`src/rtl/adq_sample_buffer_if.sv`:
```
// Controller-side and host-side signal bundle for adq_sample_buffer.
// The ovf signal exists only when ADQ_SAMPLE_BUFFER_OVF_EN is defined.
interface adq_sample_buffer_if #(
    parameter int DATA_W = 8,
    parameter int ADDR_W = 4
);
    logic [DATA_W-1:0] adc_data;
    logic              wr;
    logic              cc;
    logic [ADDR_W:0]   count;
    logic              add_count_f;
    logic              rd_start;
    logic              rd_valid;
    logic              rd_ready;
    logic [DATA_W-1:0] rd_data;
    logic              rd_last;
    logic              busy;
`ifdef ADQ_SAMPLE_BUFFER_OVF_EN
    logic              ovf;

    modport master (
        output adc_data, wr, cc, rd_start, rd_ready,
        input  count, add_count_f, rd_valid, rd_data, rd_last, busy, ovf
    );
    modport slave (
        input  adc_data, wr, cc, rd_start, rd_ready,
        output count, add_count_f, rd_valid, rd_data, rd_last, busy, ovf
    );
`else
    modport master (
        output adc_data, wr, cc, rd_start, rd_ready,
        input  count, add_count_f, rd_valid, rd_data, rd_last, busy
    );
    modport slave (
        input  adc_data, wr, cc, rd_start, rd_ready,
        output count, add_count_f, rd_valid, rd_data, rd_last, busy
    );
`endif
endinterface

```
`src/rtl/adq_sample_buffer.sv`:
```
// ADC sample store: fills on controller strobes, drains oldest-first over valid/ready.
// Optional sticky overflow flag enabled by macro ADQ_SAMPLE_BUFFER_OVF_EN.
module adq_sample_buffer #(
    parameter int DATA_W = 8,
    parameter int DEPTH  = 16,
    parameter int ADDR_W = $clog2(DEPTH)
) (
    input  logic               clk,
    input  logic               rst,
    adq_sample_buffer_if.slave bus
);
    typedef enum logic [0:0] {
        S_FILL  = 1'b0,
        S_DRAIN = 1'b1
    } state_e;

    localparam logic [ADDR_W:0] FULL_CNT = (ADDR_W+1)'(DEPTH);
    localparam logic [ADDR_W:0] CNT_ONE  = (ADDR_W+1)'(1);

    state_e            state_q, state_d;
    logic [ADDR_W:0]   count_q, count_d;
    logic [ADDR_W-1:0] rd_ptr_q, rd_ptr_d;
    logic              rd_valid_q, rd_valid_d;
    logic              rd_last_q, rd_last_d;
    logic [DATA_W-1:0] rd_data_q, rd_data_d;
    logic              mem_we_s;
    logic [ADDR_W:0]   ptr_nxt_s;
    logic [DATA_W-1:0] mem_q [DEPTH];

    // Next-state and datapath decisions; rd_ptr_q indexes the word currently presented
    always_comb begin
        state_d    = state_q;
        count_d    = count_q;
        rd_ptr_d   = rd_ptr_q;
        rd_valid_d = rd_valid_q;
        rd_last_d  = rd_last_q;
        rd_data_d  = rd_data_q;
        mem_we_s   = 1'b0;
        ptr_nxt_s  = {1'b0, rd_ptr_q} + CNT_ONE;
        case (state_q)
            S_FILL: begin
                if (bus.cc) begin
                    count_d = {(ADDR_W+1){1'b0}};
                end else if (bus.rd_start && (count_q != {(ADDR_W+1){1'b0}})) begin
                    state_d    = S_DRAIN;
                    rd_ptr_d   = {ADDR_W{1'b0}};
                    rd_valid_d = 1'b1;
                    rd_data_d  = mem_q[{ADDR_W{1'b0}}];
                    rd_last_d  = (count_q == CNT_ONE);
                end else if (bus.wr && (count_q != FULL_CNT)) begin
                    mem_we_s = 1'b1;
                    count_d  = count_q + CNT_ONE;
                end else begin
                    count_d = count_q;
                end
            end
            S_DRAIN: begin
                if (bus.cc) begin
                    state_d    = S_FILL;
                    count_d    = {(ADDR_W+1){1'b0}};
                    rd_valid_d = 1'b0;
                    rd_last_d  = 1'b0;
                end else if (rd_valid_q && bus.rd_ready) begin
                    if (rd_last_q) begin
                        state_d    = S_FILL;
                        count_d    = {(ADDR_W+1){1'b0}};
                        rd_valid_d = 1'b0;
                        rd_last_d  = 1'b0;
                    end else begin
                        rd_ptr_d  = ptr_nxt_s[ADDR_W-1:0];
                        rd_data_d = mem_q[ptr_nxt_s[ADDR_W-1:0]];
                        rd_last_d = ((ptr_nxt_s + CNT_ONE) == count_q);
                    end
                end else begin
                    rd_valid_d = rd_valid_q;
                end
            end
            default: begin
                state_d    = S_FILL;
                rd_valid_d = 1'b0;
                rd_last_d  = 1'b0;
            end
        endcase
    end

    // FSM state register
    always_ff @(posedge clk or posedge rst) begin
        if (rst) begin
            state_q <= S_FILL;
        end else begin
            state_q <= state_d;
        end
    end

    // Counter, read pointer and registered stream outputs
    always_ff @(posedge clk or posedge rst) begin
        if (rst) begin
            count_q    <= {(ADDR_W+1){1'b0}};
            rd_ptr_q   <= {ADDR_W{1'b0}};
            rd_valid_q <= 1'b0;
            rd_last_q  <= 1'b0;
            rd_data_q  <= {DATA_W{1'b0}};
        end else begin
            count_q    <= count_d;
            rd_ptr_q   <= rd_ptr_d;
            rd_valid_q <= rd_valid_d;
            rd_last_q  <= rd_last_d;
            rd_data_q  <= rd_data_d;
        end
    end

    // Sample storage, deliberately left unreset
    always_ff @(posedge clk) begin
        if (mem_we_s) begin
            mem_q[count_q[ADDR_W-1:0]] <= bus.adc_data;
        end
    end

`ifdef ADQ_SAMPLE_BUFFER_OVF_EN
    logic ovf_q, ovf_d;

    // Sticky flag for writes lost to a full buffer or to an active drain
    always_comb begin
        ovf_d = ovf_q;
        if (bus.cc) begin
            ovf_d = 1'b0;
        end else if (bus.wr && (state_q == S_DRAIN)) begin
            ovf_d = 1'b1;
        end else if (bus.wr && (count_q == FULL_CNT) && !bus.rd_start) begin
            ovf_d = 1'b1;
        end else begin
            ovf_d = ovf_q;
        end
    end

    // Overflow flag register
    always_ff @(posedge clk or posedge rst) begin
        if (rst) begin
            ovf_q <= 1'b0;
        end else begin
            ovf_q <= ovf_d;
        end
    end

    assign bus.ovf = ovf_q;
`endif

    assign bus.count       = count_q;
    assign bus.add_count_f = (count_q == FULL_CNT);
    assign bus.rd_valid    = rd_valid_q;
    assign bus.rd_data     = rd_data_q;
    assign bus.rd_last     = rd_last_q;
    assign bus.busy        = (state_q == S_DRAIN);
endmodule

```
`src/flat_wrapper.sv`:
```
// flat-port wrapper written by rule: the top's interface ports become plain ports
module adq_sample_buffer_flat 
#(
    parameter int DATA_W = 8,
    parameter int DEPTH  = 16,
    parameter int ADDR_W = $clog2(DEPTH)
)
  (clk, rst, bus_adc_data, bus_wr, bus_cc, bus_rd_start, bus_rd_ready, bus_count, bus_add_count_f, bus_rd_valid, bus_rd_data, bus_rd_last, bus_busy);
  adq_sample_buffer_if #(.DATA_W(DATA_W), .ADDR_W(ADDR_W)) bus_i ();
  input  logic clk;
  input  logic rst;
  input wire logic [$bits(bus_i.adc_data)-1:0] bus_adc_data;
  input wire logic [$bits(bus_i.wr)-1:0] bus_wr;
  input wire logic [$bits(bus_i.cc)-1:0] bus_cc;
  input wire logic [$bits(bus_i.rd_start)-1:0] bus_rd_start;
  input wire logic [$bits(bus_i.rd_ready)-1:0] bus_rd_ready;
  output wire logic [$bits(bus_i.count)-1:0] bus_count;
  output wire logic [$bits(bus_i.add_count_f)-1:0] bus_add_count_f;
  output wire logic [$bits(bus_i.rd_valid)-1:0] bus_rd_valid;
  output wire logic [$bits(bus_i.rd_data)-1:0] bus_rd_data;
  output wire logic [$bits(bus_i.rd_last)-1:0] bus_rd_last;
  output wire logic [$bits(bus_i.busy)-1:0] bus_busy;
  assign bus_i.adc_data = bus_adc_data;
  assign bus_i.wr = bus_wr;
  assign bus_i.cc = bus_cc;
  assign bus_i.rd_start = bus_rd_start;
  assign bus_i.rd_ready = bus_rd_ready;
  assign bus_count = bus_i.count;
  assign bus_add_count_f = bus_i.add_count_f;
  assign bus_rd_valid = bus_i.rd_valid;
  assign bus_rd_data = bus_i.rd_data;
  assign bus_rd_last = bus_i.rd_last;
  assign bus_busy = bus_i.busy;
  adq_sample_buffer #(.DATA_W(DATA_W), .DEPTH(DEPTH), .ADDR_W(ADDR_W)) u_core (.clk(clk), .rst(rst), .bus(bus_i));
endmodule
```
`config.mk`:
```
export PLATFORM = sky130hd
export DESIGN_NAME = adq_sample_buffer_flat
export DESIGN_NICKNAME = d
export VERILOG_FILES = /design/src/rtl/adq_sample_buffer_if.sv /design/src/rtl/adq_sample_buffer.sv /design/src/flat_wrapper.sv
export SDC_FILE = /design/constraint.sdc
export NUM_CORES = 1
export LEC_CHECK = 0
export CORE_MARGIN = 4
export CORE_UTILIZATION = 40
export CTS_CLUSTER_DIAMETER = 200
export CTS_CLUSTER_SIZE = 8
export DETAILED_ROUTE_END_ITERATION = 16
export PLACE_DENSITY = 0.66
export SLEW_MARGIN = 20
export SYNTH_ARGS = -nofsm -noshare
export SYNTH_HDL_FRONTEND = slang
export SYNTH_SLANG_ARGS = --single-unit
```
`constraint.sdc`:
```
create_clock -name clk -period 3.3 [get_ports clk]
set_input_delay 0.66 -clock clk [delete_from_list [all_inputs] [get_ports clk]]
set_output_delay 0.66 -clock clk [all_outputs]
set_load 0.01 [all_outputs]
```
==> Word level (Yosys, flattened, before mapping) <==
Memories as Yosys holds them, arrays and structs flattened.
Cells that the tools add are included.
{ "totals": {"mem_bits_rw": 128, "word_cells": 75, "reg_bits": 20, "in_bits": 14, "mem_count": 1} }
{ "mem_list": {"columns": ["name", "depth", "word_bits", "rd", "rd_clocked_by_memory_dff", "write_ports", "line_no", "source"], "rows": [
  ["u_core.mem_q", 16, 8, 2, 0, 1, "adq_sample_buffer.sv:28", "logic [DATA_W-1:0] mem_q [DEPTH];"]
]} }
{ "classes": {"addsub": 3, "mux": 43, "reduce_logical": 8, "eq_ne": 13, "bitwise": 1} }
{ "ops": {"columns": ["op", "n"], "rows": [
  ["8-bit two-way mux", 5],
  ["5-bit two-way mux", 6],
  ["1-bit two-way mux", 21],
  ["4-bit two-way mux", 5],
  ["8-bit one-hot mux with 2 select lines", 1],
  ["5-bit by 1-bit adder with 5-bit output (second input constant)", 2],
  ["5-bit one-hot mux with 2 select lines", 1],
  ["3-bit != test (second input constant)", 3],
  ["2-bit != test (second input constant)", 4],
  ["4-bit one-hot mux with 2 select lines", 1],
  ["4-bit AND reduction", 2],
  ["1-bit one-hot mux with 2 select lines", 3],
  ["4-bit by 1-bit adder with 5-bit output (second input constant)", 1],
  ["5-bit by 1-bit == test with 1-bit output (second input constant)", 1],
  ["5-bit == test", 1],
  ["5-bit == test (second input constant)", 1],
  ["5-bit != test (second input constant)", 1],
  ["5-bit AND reduction", 1],
  ["5-bit nonzero test", 1],
  ["1-bit logical AND", 3],
  ["3-bit by 2-bit != test with 1-bit output (second input constant)", 1],
  ["3-bit AND reduction", 1],
  ["2-bit by 1-bit != test with 1-bit output (second input constant)", 1],
  ["1-bit inverter", 1]
]} }

==> Depth between registers and ports, before layout <==
Gate-level depths: netlist (run 1).
{ "logic_depth": {"ltp_word": 8, "mapped_depth": 11, "ltp_nobuf": 7} }

==> Worst setup path before layout (run 1) <==
Ideal clock, no wire load.
{ "synth_timing": {"path_type": "register to register", "from": "reg u_core.count_q[0] (netlist: u_core.bus.count[0])", "to": "mem u_core.mem_q[0][0], enable pin", "arrival_time_ps": 2396, "slack_ps": 521, "stages_incl_launch_ff": 8, "setup_ps": 383, "path_buffers": 0, "period_less_slack_ps": 2779, "cell_sequence": "dfrtp_1 > inv_1 > ha_1 > or3b_4 > a211oi_4 > and2b_4 > nand2_1 > nor3_1"} }
{ "synth_via": {"elab_chain_cells": 8, "word_cells_on_any_way": 10, "classes_between": "1 x eq/ne; 6 x mux; 3 x reduce/logical"} }
{ "synth_rtl": {"columns": ["element", "line_no", "source"], "rows": [
  ["from (decl)", "adq_sample_buffer.sv:21", "logic [ADDR_W:0] count_q, count_d;"],
  ["from (signal assigned)", "adq_sample_buffer.sv:98", "count_q <= {(ADDR_W+1){1'b0}};"],
  ["from (signal assigned)", "adq_sample_buffer.sv:104", "count_q <= count_d;"],
  ["5-bit != test", "adq_sample_buffer.sv:50", "end else if (bus.wr && (count_q != FULL_CNT)) begin"],
  ["1-bit logical AND", "adq_sample_buffer.sv:50", null],
  ["1-bit two-way mux", "adq_sample_buffer.sv:50", null],
  ["1-bit two-way mux", "adq_sample_buffer.sv:44", "end else if (bus.rd_start && (count_q != {(ADDR_W+1){1'b0}})) begin"],
  ["1-bit two-way mux", "adq_sample_buffer.sv:42", "if (bus.cc) begin"],
  ["1-bit two-way mux", "adq_sample_buffer.sv:40", "case (state_q)"],
  ["1-bit two-way mux", "adq_sample_buffer.sv:114", "if (mem_we_s) begin"],
  ["1-bit two-way mux (not written as such)", "adq_sample_buffer.sv:115", "mem_q[count_q[ADDR_W-1:0]] <= bus.adc_data;"],
  ["to (decl)", "adq_sample_buffer.sv:28", null]
]} }
Several ways; a longest one is shown, not always the timed one.

==> Worst setup path after layout (run 1) <==
{ "layout_timing": {"from": "reg u_core.count_q[0] (netlist: u_core.bus.count[0])", "to": "mem u_core.mem_q[5][6], enable pin"} }
The elaborated chain is that of the path after synthesis.

==> summary.md, run 1 <==
| Metric | Value |
|---|---|
| Status | finished clean |
| HP Class | flop to flop |
| # nets final | 446 |
| CP top delay family | simple AND/OR/NAND/NOR gates |
| Final Skew | 8.66 ps |
| Initial antenna violation count | 0 |
| Power share of the combinational group | 27.4% |
| Setup-failing EPs final | 0 |
| Drt drc | 0 |
| Reg2reg end | u_core.mem_q[5][6] |
| Area growth syn-to-layout | 18.0% |
| Unrepaired setup endpoints after global routing | false |
| Met2 Use GR | 25.3% |
| Largest net degree at the start of global routing | 23 |
| First-pass DRT Iterations | 5 |
| Syn Area/Cell | 16.9 um^2 |
| Yosys top cell by area | edfxtp_1 |
| Antenna cell count | 0 |
| Final Hold Vio Count | 0 |
| Met3 GRT Util | 4.58% |
| CTS Sinks | 148 |
| I/O Pins | 31 |
| Post-DR wirelength/cell | 21.6 um |
| DP Cell Count | 618 |
| Post-route minimum period | 2850 ps |
| Initial Utilization | 41.3% |
| CTS buffer count | 17 |
| Synth Flop Type | edfxtp_1 |
| Grt met1 use | 23.3% |
| Post-synth net total | 395 |
| Worst path bufs/invs | 2 |
| Max Buffers Root-to-Sink | 2 |
| RePlAce Congestion | 0.786 |
| Rows | 45 |
| Slowest Stage Delay on Critical Path | 470 ps |
| Cell variety after synth | 51 |
| Total power | 5450 uW |
| LEAKAGE | 0.00253 uW |
| #FFs+latches synth | 148 |
| Peak supply drop | 598 uV |
| CP Launch Type | flop |
| Number of global-route vias before repair | 3,687 |
| Total Neg Setup Slack | 0 ps |
| Die Wd | 134 um |
| Worst-path clk slew | 60 ps |
| Hold Path Depth | 2 |
| Cell area after synthesis | 6340 um^2 |
| Vias/cell | 5.50 |
| Slew Viols, Final | 0 |
| Share of layout cells above drive strength 1 | 23.5% |
| Routed Antenna Nets | 0 |
| Placed instance area | 6960 um^2 |
| Synth area leaders | edfxtp_1, mux4_2, dfrtp_1, mux2i_1, ha_1 |
| R2R Path Start | u_core.bus.count[0] |
| CTS tree | done |
| Post-CTS Setup Bufs | 0 |
| Sequential share of the synthesized area | 68.5% |
| Ys async rst share | 13.5% |
| GR peak layer | met2 |
| Most common cell after layout, fill and taps aside | edfxtp_1 |
| Buffers on Ports | 30 |
| Sw Pwr | 1610 uW |
| Fin worst setup slack | 451 ps |
| GRT Overall Usage | 16.5% |
| Slowest cell on the critical path | dfrtp_1 |
| Die Height | 134 um |
| Arr. time, crit path | 2980 ps |
| Cts hold-fix bufs | 0 |
| Post-synth EDFFs | 128 |
| PwrDens | 729 nW/um^2 |
| Total Wirelength | 14,100 um |
| H-tree Lvls | 4 |
| Layout Cells excl Fill | 650 |
| Most frequent cells in the layout | edfxtp_1, mux4_2, clkdlybuf4s50_1 |
| Max_cap viols | 0 |
| Max_slew headroom | 43.8% |
| Vias | 3,575 |
| Crit path required time | 3430 ps |
| Die area | 17,900 um^2 |
| Switching Fraction | 29.5% |
| Post-CTS sizing | 0 |
| Synth top area share | 60.6% |
| Worst hold start | u_core.bus.rd_data[4] |
| Initial DRC Count | 323 |
| Clk_lat worst skew | 420 ps |
| Fmax | 0.351 GHz |
| Hpwl dp | 9190 um |
| Grt ovf | 0 |
| Final worst path period share | 86.3% |
| Worst Setup End Kind | flop |
| Reg2reg path depth | 8 |
| Clock Root Buffer | clkbuf_16 |
| Max FO, Critical Path | 8 |
| Internal | 3840 uW |
| Clock network power share | 31.4% |
| Core area | 15,400 um^2 |
| Global-route wire length before repair | 21,800 um |
| Critical path type | flop to flop |
| Post-Syn Instances | 375 |
| Tightest Pin Transition | 842 ps |
| R2R setup slack | 450 ps |
| Seq pwr share | 41.3% |
| Warning count from the yosys run | 0 |
| Pre-CTS setup slack | 505 ps |
| Hold endpoint | u_core.bus.rd_data[4] |
| CP Cell Sequence | inv_1 -> ha_1 -> or3b_4 -> a211oi_4 -> and2b_4 -> nand2_1 -> nor2_1 -> buf_4 |
| Final instance area | 7480 um^2 |
==> layer usage <==
| layer | routed length [um] | vias up | share of wire (%) |
|---|---|---|---|
| met2 | 6620 | 128 | 47 |
| met3 | 877 | 16 | 6.2 |
| li1 | - | 1592 | - |
| met5 | 0 | - | 0 |
| met1 | 6350 | 1839 | 45 |
| met4 | 201 | 0 | 1.4 |
==> sequential cells by signal, indices dropped and copies added (netlist names) <==
name                 flops
u_core.bus.rd_valid      1
u_core.rd_ptr_q          4
u_core.bus.count         5
u_core.mem_q           128
u_core.bus.busy          1
u_core.bus.rd_data       8
u_core.bus.rd_last       1
==> cell usage after synthesis (3+ instances only) <==
| library cell | n |
|---|---|
| ha_1 | 6 |
| o21ai_0 | 14 |
| nand3_1 | 3 |
| a31oi_1 | 4 |
| mux2i_1 | 8 |
| dfrtp_1 | 20 |
| or2_2 | 9 |
| buf_2 | 3 |
| clkbuf_1 | 10 |
| inv_1 | 7 |
| nand2_1 | 13 |
| buf_6 | 3 |
| mux4_2 | 32 |
| a21oi_1 | 14 |
| buf_4 | 3 |
| xor2_1 | 4 |
| nor2_1 | 14 |
| nor2b_1 | 10 |
| or3_1 | 3 |
| and3_1 | 8 |
| o31ai_1 | 4 |
| nor3_1 | 6 |
| nand2b_1 | 11 |
| edfxtp_1 | 128 |
| a221oi_1 | 8 |
==> metrics by stage <==
stage	hold WS, ps	util [%]
final	580	48.7
after global routing	603	48.7
after CTS	583	48.7
after detailed placement	566	45.3
after global placement	558	45.3
after floorplan	565	-
==> final cells by class <==
cell class / instances / area [um^2]
Multi-Input combinational cell: 200 / 1860
Sequential cell: 148 / 4350
Clock inverter: 9 / 62.6
Timing Repair Buffer: 52 / 465
Inverter: 7 / 26.3
Clock buffer: 23 / 458
Fill cell: 1306 / 7890
Tap cell: 211 / 264
==> power groups by stage <==
stage                     logic [uW]  clock network (uW)  registers [uW]
final                           1490                1710            2250
after detailed placement        1500                   0            2280
after floorplan                  979                   0            2270
after global routing            1600                1820            2260
after global placement          1480                   0            2280
after CTS                       1510                1740            2250
==> kinds of logic after synthesis <==
kind of cell	share of synthesized area (%)
xor gates and xnor gates	0.829
buffers and inverters	2.19
AOI/OAI and AO/OA	6.49
muxes	12.8
adders and majority gates	1.18
DFF	68.5
and+or+nand+nor	7.99
==> tightest hold or removal path, delay by kind of cell (launching register included) <==
| family | cells | cell delay (ps) |
|---|---|---|
| DFF | 1 | 360 |
| muxes | 1 | 70 |
| AOI/OAI and AO/OA | 1 | 100 |
==> worst max-delay path by stage <==
stage | from | endpoint | slack [ps] | depth (start not counted)
floorplan | u_core.bus.count[0] | u_core.mem_q[0][0] | 520 | 7
global placement | u_core.bus.count[0] | u_core.mem_q[5][1] | 600 | 8
detailed placement | u_core.bus.count[0] | u_core.mem_q[5][4] | 510 | 8
CTS | u_core.bus.count[0] | u_core.mem_q[5][7] | 490 | 8
global route | u_core.bus.count[0] | u_core.mem_q[5][6] | 300 | 8
finish | u_core.bus.count[0] | u_core.mem_q[5][6] | 450 | 8
(Power assumes the default switching activity.)
==> run 2: changes to the inputs <==
TNS_END_PERCENT = 30   (was default)
==> results of run 2 <==
No change in the layout: final DEF, timing and power equal those of run 1.
==> run 3: changes to the inputs <==
REMOVE_ABC_BUFFERS = 1   (was default)
==> run 3 against run 2 <==
Against the previous run: final area up 0.47%; global-route usage barely moved; die area did not move.
==> summary.md, run 3 (synthesis gave the netlist of run 1 again) <==
| Metric | Value |
|---|---|
| Routed Antenna Nets | 0 |
| Fin worst setup slack | 469 ps |
| H-tree Lvls | 4 |
| Post-DR wirelength/cell | 21.5 um |
| Tightest Pin Transition | 890 ps |
| Die Height | 134 um |
| Area growth syn-to-layout | 18.5% |
| Total Neg Setup Slack | 0 ps |
| Worst-path clk slew | 60 ps |
| Share of layout cells above drive strength 1 | 23.1% |
| Highest Signal Layer | met4 |
| Final Skew | 10.8 ps |
| Reg2reg end | u_core.mem_q[7][5] |
| CP Launch Type | flop |
| Area of the multi-input gates | 1860 um^2 |
| Crit path required time | 3350 ps |
| R2R Path Start | u_core.bus.count[0] |
| Final worst path period share | 85.8% |
| First-pass DRT Iterations | 5 |
| CTS tree | done |
| Fill count | 1,257 |
| Clk_lat worst skew | 420 ps |
| Max FFs per register | 128 |
| Rows | 45 |
| Unrepaired setup endpoints after global routing | false |
| Post-CTS Setup Bufs | 0 |
| CTS Sinks | 148 |
| Reg2reg path depth | 7 |
| Max_cap viols | 0 |
| Antenna cell count | 0 |
| Initial DRC Count | 313 |
| Die Wd | 134 um |
| Clock Root Buffer | clkbuf_16 |
| Arr. time, crit path | 2880 ps |
| Setup-failing EPs final | 0 |
| GRT Overall Usage | 16.5% |
| Fmax | 0.353 GHz |
| Register area | 4350 um^2 |
| Cts hold-fix bufs | 0 |
| Max_slew headroom | 40.7% |
| HP Class | flop to flop |
| Worst hold start | u_core.bus.rd_data[6] |
| Core area | 15,400 um^2 |
| CTS buffer count | 17 |
| Initial Utilization | 41.3% |
| Grt ovf | 0 |
| Worst Setup End Kind | flop |
| Die area | 17,900 um^2 |
| Peak supply drop | 459 uV |
| Slew Viols, Final | 0 |
| Vias | 3,581 |
| Drt drc | 0 |
| Hold slack final | 559 ps |
| Critical path type | flop to flop |
| Post-CTS sizing | 0 |
| Met2 WL | 6760 um |
| Pre-CTS setup slack | 470 ps |
| Most common cell after layout, fill and taps aside | edfxtp_1 |
| # nets final | 445 |
| R2R setup slack | 470 ps |
| Number of global-route vias before repair | 3,669 |
| Vias/cell | 5.52 |
| Post-route minimum period | 2830 ps |
| Largest net degree at the start of global routing | 27 |
| RePlAce Congestion | 0.848 |
| LEAKAGE | 0.00256 uW |
| Hpwl dp | 9010 um |
| Metal-1 WL | 6220 um |
| PwrDens | 740 nW/um^2 |
| Global-route wire length before repair | 21,800 um |
| Hold endpoint | u_core.bus.rd_data[6] |
| Buffers on Ports | 30 |
| Final Hold Vio Count | 0 |
| I/O Pins | 31 |
| WL met3 | 726 um |
| Initial antenna violation count | 0 |
| Total Wirelength | 13,900 um |
| Max FO, Critical Path | 8 |
| Max Buffers Root-to-Sink | 2 |
| Hold Path Depth | 2 |
| Most frequent cells in the layout | edfxtp_1, mux4_2, clkdlybuf4s50_1 |
| Status | finished clean |
| Post-layout util | 48.9% |
run 3: cell count changes in the layout (fill, tap and decap cells not counted):
cell / change
clkinv_4: +1
bufinv_16: +2
buf_4: -2
clkinv_1: +3
clkinv_2: +2
clkbuf_8: -1
inv_6: -1
buf_12: +1
clkinvlp_4: -4
clkbuf_1: -2
run 3: critical path, cell delays in order (launching register included):
cell and delay (ps):
dfrtp_1 470, inv_1 160, ha_1 220, or3b_4 400
a211oi_4 350, and2b_4 260, nand2_4 80, nor2_1 530
run 3: how the worst max path moves through the flow:
stage | slack, ps | end | startpoint
floorplan | -420 | u_core.bus.rd_data[4] | u_core.rd_ptr_q[0]
finish | 470 | u_core.mem_q[7][5] | u_core.bus.count[0]
global placement | 560 | u_core.mem_q[7][3] | bus_cc
detailed placement | 470 | u_core.rd_ptr_q[2] | bus_cc
CTS | 460 | u_core.mem_q[7][2] | u_core.bus.count[0]
global route | 320 | u_core.mem_q[7][6] | u_core.bus.count[0]
run 3: stage by stage:
stage               std cells  area, um^2  total power [uW]
global placement          617        6960              3780
floorplan                 355        6230              3210
finish                    649        7510              5560
global route              649        7510              5820
detailed placement        617        6960              3800
CTS                       649        7510              5610
run 3: routing by layer:
metal | GRT usage [%] | up-vias
met3 | 4.01 | 21
met2 | 25.8 | 110
met4 | 5.54 | 0
met5 | 0 | -
li1 | - | 1583
met1 | 22.8 | 1867
run 3: area by class of cell:
| class | count | share of cell area (%) |
|---|---|---|
| tap | 211 | 3.51 |
| multi-input combinational | 200 | 24.7 |
| sequential | 148 | 57.8 |
| inverter | 7 | 0.350 |
| clock buffer | 20 | 5.81 |
| timing repair buffer | 51 | 6.26 |
| clock inverter | 12 | 1.52 |
run 3: report_power, final:
part / leakage, uW / switching (uW) / internal [uW]
registers: 0.00141 / 124 / 2140
logic: 0.000882 / 745 / 753
clock network: 0.000274 / 705 / 1100
